### src/rtl/ps_conv_ctrl.sv
// Sequencer and two-way arbiter feeding a 32-to-8 parallel/serial converter.
// Optional macro PS_CONV_CTRL_RR_EN selects round-robin arbitration; otherwise requester 0 has fixed priority.
module ps_conv_ctrl #(
  parameter int GAP = 0
) (
  input  logic        clk,
  input  logic        rst,
  input  logic        req0_vld,
  input  logic [31:0] req0_word,
  output logic        req0_gnt,
  input  logic        req1_vld,
  input  logic [31:0] req1_word,
  output logic        req1_gnt,
  input  logic        hold,
  output logic        pld,
  output logic [31:0] pdin,
  output logic [7:0]  din,
  output logic        byte_vld,
  output logic [1:0]  byte_idx,
  output logic        byte_last,
  output logic        byte_src
);

  typedef enum logic [1:0] {IDLE, SHIFT, GAPW} state_t;

  localparam logic [1:0] GAP_LAST = (GAP > 0) ? 2'(GAP - 1) : 2'd0;

  state_t     state_q, state_d;
  logic [1:0] cnt_q, cnt_d;
  logic [1:0] gapcnt_q, gapcnt_d;
  logic       owner_q, owner_d;
  logic       both_vld;
  logic       winner;
  logic       can_load;

`ifdef PS_CONV_CTRL_RR_EN
  logic rr_ptr_q, rr_ptr_d;
`endif

  assign din      = 8'h00;
  assign both_vld = req0_vld & req1_vld;

`ifdef PS_CONV_CTRL_RR_EN
  assign winner = both_vld ? rr_ptr_q : req1_vld;
`else
  assign winner = both_vld ? 1'b0 : req1_vld;
`endif

  // A word's byte 0 leaves in the load cycle, so back-to-back words load from IDLE
  // in the cycle right after byte 3; this keeps byte_vld continuous at GAP=0.
  assign can_load = !rst && !hold && (req0_vld || req1_vld) && (state_q == IDLE);

  always_comb begin
    state_d   = state_q;
    cnt_d     = cnt_q;
    gapcnt_d  = gapcnt_q;
    owner_d   = owner_q;
`ifdef PS_CONV_CTRL_RR_EN
    rr_ptr_d  = rr_ptr_q;
`endif
    pld       = 1'b0;
    pdin      = 32'h0;
    req0_gnt  = 1'b0;
    req1_gnt  = 1'b0;
    byte_vld  = 1'b0;
    byte_idx  = 2'd0;
    byte_last = 1'b0;
    byte_src  = 1'b0;

    if (!rst) begin
      case (state_q)
        IDLE: begin
          if (can_load) begin
            pld      = 1'b1;
            pdin     = winner ? req1_word : req0_word;
            req0_gnt = !winner;
            req1_gnt = winner;
            byte_vld = 1'b1;
            byte_src = winner;
            state_d  = SHIFT;
            cnt_d    = 2'd1;
            owner_d  = winner;
`ifdef PS_CONV_CTRL_RR_EN
            rr_ptr_d = !winner;
`endif
          end
        end
        SHIFT: begin
          byte_vld  = 1'b1;
          byte_idx  = cnt_q;
          byte_src  = owner_q;
          byte_last = (cnt_q == 2'd3);
          cnt_d     = cnt_q + 2'd1;
          if (cnt_q == 2'd3) begin
            state_d  = (GAP > 0) ? GAPW : IDLE;
            gapcnt_d = 2'd0;
          end
        end
        GAPW: begin
          if (gapcnt_q == GAP_LAST) state_d = IDLE;
          else                      gapcnt_d = gapcnt_q + 2'd1;
        end
        default: state_d = IDLE;
      endcase
    end
  end

  always_ff @(posedge clk) begin
    if (rst) begin
      state_q  <= IDLE;
      cnt_q    <= 2'd0;
      gapcnt_q <= 2'd0;
      owner_q  <= 1'b0;
`ifdef PS_CONV_CTRL_RR_EN
      rr_ptr_q <= 1'b0;
`endif
    end else begin
      state_q  <= state_d;
      cnt_q    <= cnt_d;
      gapcnt_q <= gapcnt_d;
      owner_q  <= owner_d;
`ifdef PS_CONV_CTRL_RR_EN
      rr_ptr_q <= rr_ptr_d;
`endif
    end
  end

endmodule
### config.mk
export PLATFORM = sky130hd
export DESIGN_NAME = ps_conv_ctrl
export DESIGN_NICKNAME = d
export VERILOG_FILES = /design/src/rtl/ps_conv_ctrl.sv
export SDC_FILE = /design/constraint.sdc
export NUM_CORES = 1
export LEC_CHECK = 0
export CAP_MARGIN = 10
export CORE_AREA = 2 2 57 64
export DETAILED_ROUTE_END_ITERATION = 7
export DIE_AREA = 0 0 59 66
export PLACE_DENSITY = 0.8
export SKIP_CTS_REPAIR_TIMING = 1
export SLEW_MARGIN = 20
export SYNTH_ARGS = -nofsm -noshare
export SYNTH_HDL_FRONTEND = slang
export SYNTH_SLANG_ARGS = --single-unit
### constraint.sdc
create_clock -name clk -period 1.83 [get_ports clk]
set_input_delay 0.183 -clock clk [delete_from_list [all_inputs] [get_ports clk]]
set_output_delay 0.183 -clock clk [all_outputs]
set_load 0.005 [all_outputs]
; Word-level counts from Yosys, hierarchy flattened
; Index checks and enable logic that the tools add are counted.
[op_classes]
muxes = 29
reduce_logical = 15
eq_ne = 7
add_sub_neg = 2
bitwise_logic = 1
[op_table]
columns = cell, n
row1 = 32-bit 2-to-1 mux, 4
row2 = 1-bit 2-to-1 mux, 14
row3 = 2-bit 2-to-1 mux, 6
row4 = "2-bit != test, second input constant", 4
row5 = 2-bit case mux with 2 select lines, 2
row6 = 2-bit case mux with 3 select lines, 1
row7 = 3-bit AND reduction, 2
row8 = "2-bit by 1-bit adder with 2-bit output, second input constant", 2
row9 = "2-bit equality test, second input constant", 2
row10 = 2-bit zero test, 2
row11 = 1-bit case mux with 2 select lines, 2
row12 = 2-bit AND reduction, 2
row13 = 2-bit nonzero test, 2
row14 = 1-bit logical AND, 3
row15 = 1-bit zero test, 3
row16 = "2-bit by 1-bit equality test with 1-bit output, second input constant", 1
row17 = 1-bit bitwise AND, 1
row18 = 1-bit logical OR, 1
[totals]
in_bits = 69
reg_bits = 7
out_inout_bits = 48
elab_cells = 58

; Depth between registers and ports, before layout
; Gate-level depths: netlist (run 1).
[logic_depth]
depth_word = 7
mapped_depth = 5

; Worst setup path before layout (run 1)
; Ideal clock, no wire load.
[synth_path]
kind = flip-flop to output port
start = reg state_q[0]
end = out pdin[10]
t_arrival_ns = 1.375
slack_ns = 0.272
path_buffers = 1
path_stages_with_launch = 5
path_cell_list = dfxtp_1 -> or3_4 -> nor3b_4 -> buf_6 -> a22o_1
[synth_via]
elab_chain_cells = 5
[synth_lines]
columns = item, line_no
row1 = "start, declared", 28  ; state_t state_q, state_d;
row2 = "start signal, assigned", 118  ; state_q <= state_d;
row3 = 2-bit zero test *, "51, 71"
row4 = 1-bit logical AND, 51  ; assign can_load = !rst && !hold && (req0_vld || req1_vld) && (state_q == IDLE);
row5 = 32-bit 2-to-1 mux, 73  ; if (can_load) begin
row6 = 32-bit 2-to-1 mux *, 71  ; case (state_q)
row7 = 32-bit 2-to-1 mux *, 70  ; if (!rst) begin
row8 = "end, declared", 16  ; output logic [31:0] pdin,
; Every way passes the cells marked *; elsewhere a longest branch is shown, timed or not.

; Worst setup path after layout (run 1)
[layout_path]
start = reg state_q[0]
end = out pdin[13]
; The elaborated chain is that of the path after synthesis.

==> run summary, run 1 <==
status: complete, but fails checks
failing checks: setup timing
Die Ht: 66 um
GRT Resource Usage Total: 15.3%
total chip power: 0.585 mW
maximum VDD drop: 0.203 mV
RSZ-0062 raised after global routing: true
max incr delay on CP: 0.38 ns
Reg clk slew, reported paths: 0.04 ns
commonest non-fill, non-tap cell in the layout: clkdlybuf4s50_1
syn avg cell area: 8.26 um^2
CP max stage cell: or3_4
Starting Density: 20.3%
worst r2r dst: owner_q$_SDFFE_PP0P_
Area growth, synth to finish: 221%
fin util: 65.3%
share of cells above drive strength 1: 33.8%
drt first pass iters: 4
GP Congestion: 0.727
fmax: 0.489 GHz
PnR worst setup slack: -0.213 ns
via count: 1256
switching share of total power: 26.8%
internal power: 0.429 mW
number of placed instances, taps included: 227
total gr overflow: 0
PD cells: 276 nW/um^2
Slew Viols, Final: 0
WS Path Type: flip-flop to output port
Final Net Count: 294
CTS tree: yes
clk sink count: 4
Post-Synthesis Cells: 80
Hold WC Path Type: input port to flip-flop
Reg power frac: 17.0%
initial antenna violation count: 0
Critical Path AT: 1.86 ns
first-pass GRT wire length: 4640 um
n_diodes: 0
number of cell rows: 22
# port buffers: 108
Post-Syn Area: 661 um^2
launch point of the worst reg-to-reg path: state_q[0]$_SDFFE_PP0P_
Netlist cell types: 26
Data required, critical path: 1.65 ns
Synth Warn #: 0
dpl cell area: 1810 um^2
DRT antenna net count: 0
Critical Path, Cell by Cell: or3_4 > buf_6 > nor2_4 > clkbuf_16 > buf_8 > buf_4 > a22o_1 > buf_2
Fillers: 251
final setup vio count: 32
CP startpoint: state_q[0]$_SDFFE_PP0P_
core area: 3250 um^2
CP endpoint: pdin[13]
Non-Filler Instances: 258
die area: 3890 um^2
final design instance area without fill: 2120 um^2
CP Max Fanout: 7
initial drt markers: 52
Hold WS: 0.298 ns
Die Width: 59 um
H-tree depth: 1
P_sw: 0.157 mW
CTS Root Cell: clkbuf_4
DR vias/cell: 4.87
Clk pwr share: 19.7%
CTS Buffer Depth: 2
leakage power: 1.19 nW
Ports: 117
Startpoint Class: flip-flop
max-cap violations: 0
# DRC: 0
cts bufs inserted: 3
Logic pwr share: 63.3%
r2r setup slk: 0.81 ns
FF+latch count, synth: 4
Reg2Reg Depth: 4
DRT Wirelength: 4330 um
DP Wirelength: 2780 um
final worst path period share: 112%
final clock skew: 0.00722 ns
min-delay src: rst
most frequent cells in the layout: clkdlybuf4s50_1 (70), a22o_1 (26), buf_4 (23), dlymetal6s2s_1 (15), clkbuf_2 (12)
clk_lat worst skew: 0.25 ns
fin crit period: 2.04 ns
largest net degree at the start of global routing: 34
Final Hold Viols: 0
Worst Setup End Kind: output port
vias in the first global route: 973
sequential share of the synthesized area: 12.1%
DR WL/cell: 16.8 um
==> through the flow <==
step           TNS (ns)  setup slack [ns]
3_3_place_gp     -14.23            -0.463
5_1_grt           -6.51            -0.283
2_1_floorplan         0             0.272
3_5_place_dp     -15.49            -0.494
6_report          -4.51            -0.213
4_1_cts          -15.50            -0.494
==> worst min-delay path by stage <==
stage / end / depth (start not counted) / slack (ns)
global placement: cnt_q[1]$_SDFFE_PP0P_ / 2 / 0.46
finish: owner_q$_SDFFE_PP0P_ / 3 / 0.30
global route: owner_q$_SDFFE_PP0P_ / 3 / 0.33
detailed placement: cnt_q[1]$_SDFFE_PP0P_ / 2 / 0.47
floorplan: state_q[0]$_SDFFE_PP0P_ / 1 / 0.25
CTS: cnt_q[1]$_SDFFE_PP0P_ / 2 / 0.48
==> cells by family after synthesis <==
kind of cell	after synthesis	synth area share (%)
adder cells (fa/ha/maj)	1	1.89
buffers and inverters	17	18.2
other	1	0.568
AO/OA/AOI/OAI	40	51.3
flip-flops	4	12.1
AND/OR/NAND/NOR	17	15.9
==> critical path: cells and delay by family, from the launching register on <==
| kind | cells | cell delay [ns] |
|---|---|---|
| simple gates | 2 | 0.53 |
| buf+inv | 5 | 0.64 |
| flops | 1 | 0.30 |
| compound gates | 1 | 0.13 |
==> sequential cells by signal (all words and copies together), names as in the netlist <==
| signal | cells |
|---|---|
| cnt_q | 2 |
| state_q | 1 |
| owner_q | 1 |
==> cell usage after synthesis, drive strengths merged <==
library cell  instances  area, um^2
dfxtp                 4        80.1
or3                   1        11.3
ha                    1        12.5
nor3                  1        5.00
a21oi                 3        15.0
nor2b                 1        6.26
nand2                 2        7.51
a21o                  1        7.51
a22o                 31         278
clkbuf                1        3.75
o41ai                 1        8.76
inv                   2        7.51
nor3b                 1        18.8
nand3                 1        5.00
conb                  1        3.75
and2                  3        18.8
o21ai                 1        5.00
or2b                  1        7.51
nor2                  6        25.0
buf                  14         109
o21ba                 1        10.0
a211oi                2        15.0
==> power by group through the flow <==
| stage | clock [mW] | sequential [mW] | combinational, mW |
|---|---|---|---|
| after floorplan | 0 | 0.102 | 0.0947 |
| after global placement | 0 | 0.101 | 0.322 |
| after detailed placement | 0 | 0.101 | 0.328 |
| after CTS | 0.121 | 0.0994 | 0.329 |
| after global routing | 0.122 | 0.100 | 0.392 |
| final | 0.116 | 0.0993 | 0.370 |
==> layout make-up <==
type	instances	area (um^2)	area share, %
Sequential cell	4	80.1	3.78
Multi-Input combinational cell	66	502	23.7
Timing Repair Buffer	147	1460	69.0
Clock buffer	3	22.5	1.06
Tap cell	36	45.0	2.12
Inverter	2	7.51	0.354
==> metal layers <==
metal	vias up	global-route usage, %	routed length (um)
met1	605	14.9	1410
met2	63	30.8	2490
met3	5	2.74	365
li1	583	-	-
met5	-	0	0
met4	0	5.11	65
Power figures use the tool's default switching activity.
==> run 2: changes to the inputs <==
Settings changed: CAP_MARGIN 10 to 20, CTS_CLUSTER_SIZE set to 20.
==> results of run 2 <==
Final layout, timing and power as in run 1 (identical DEF).
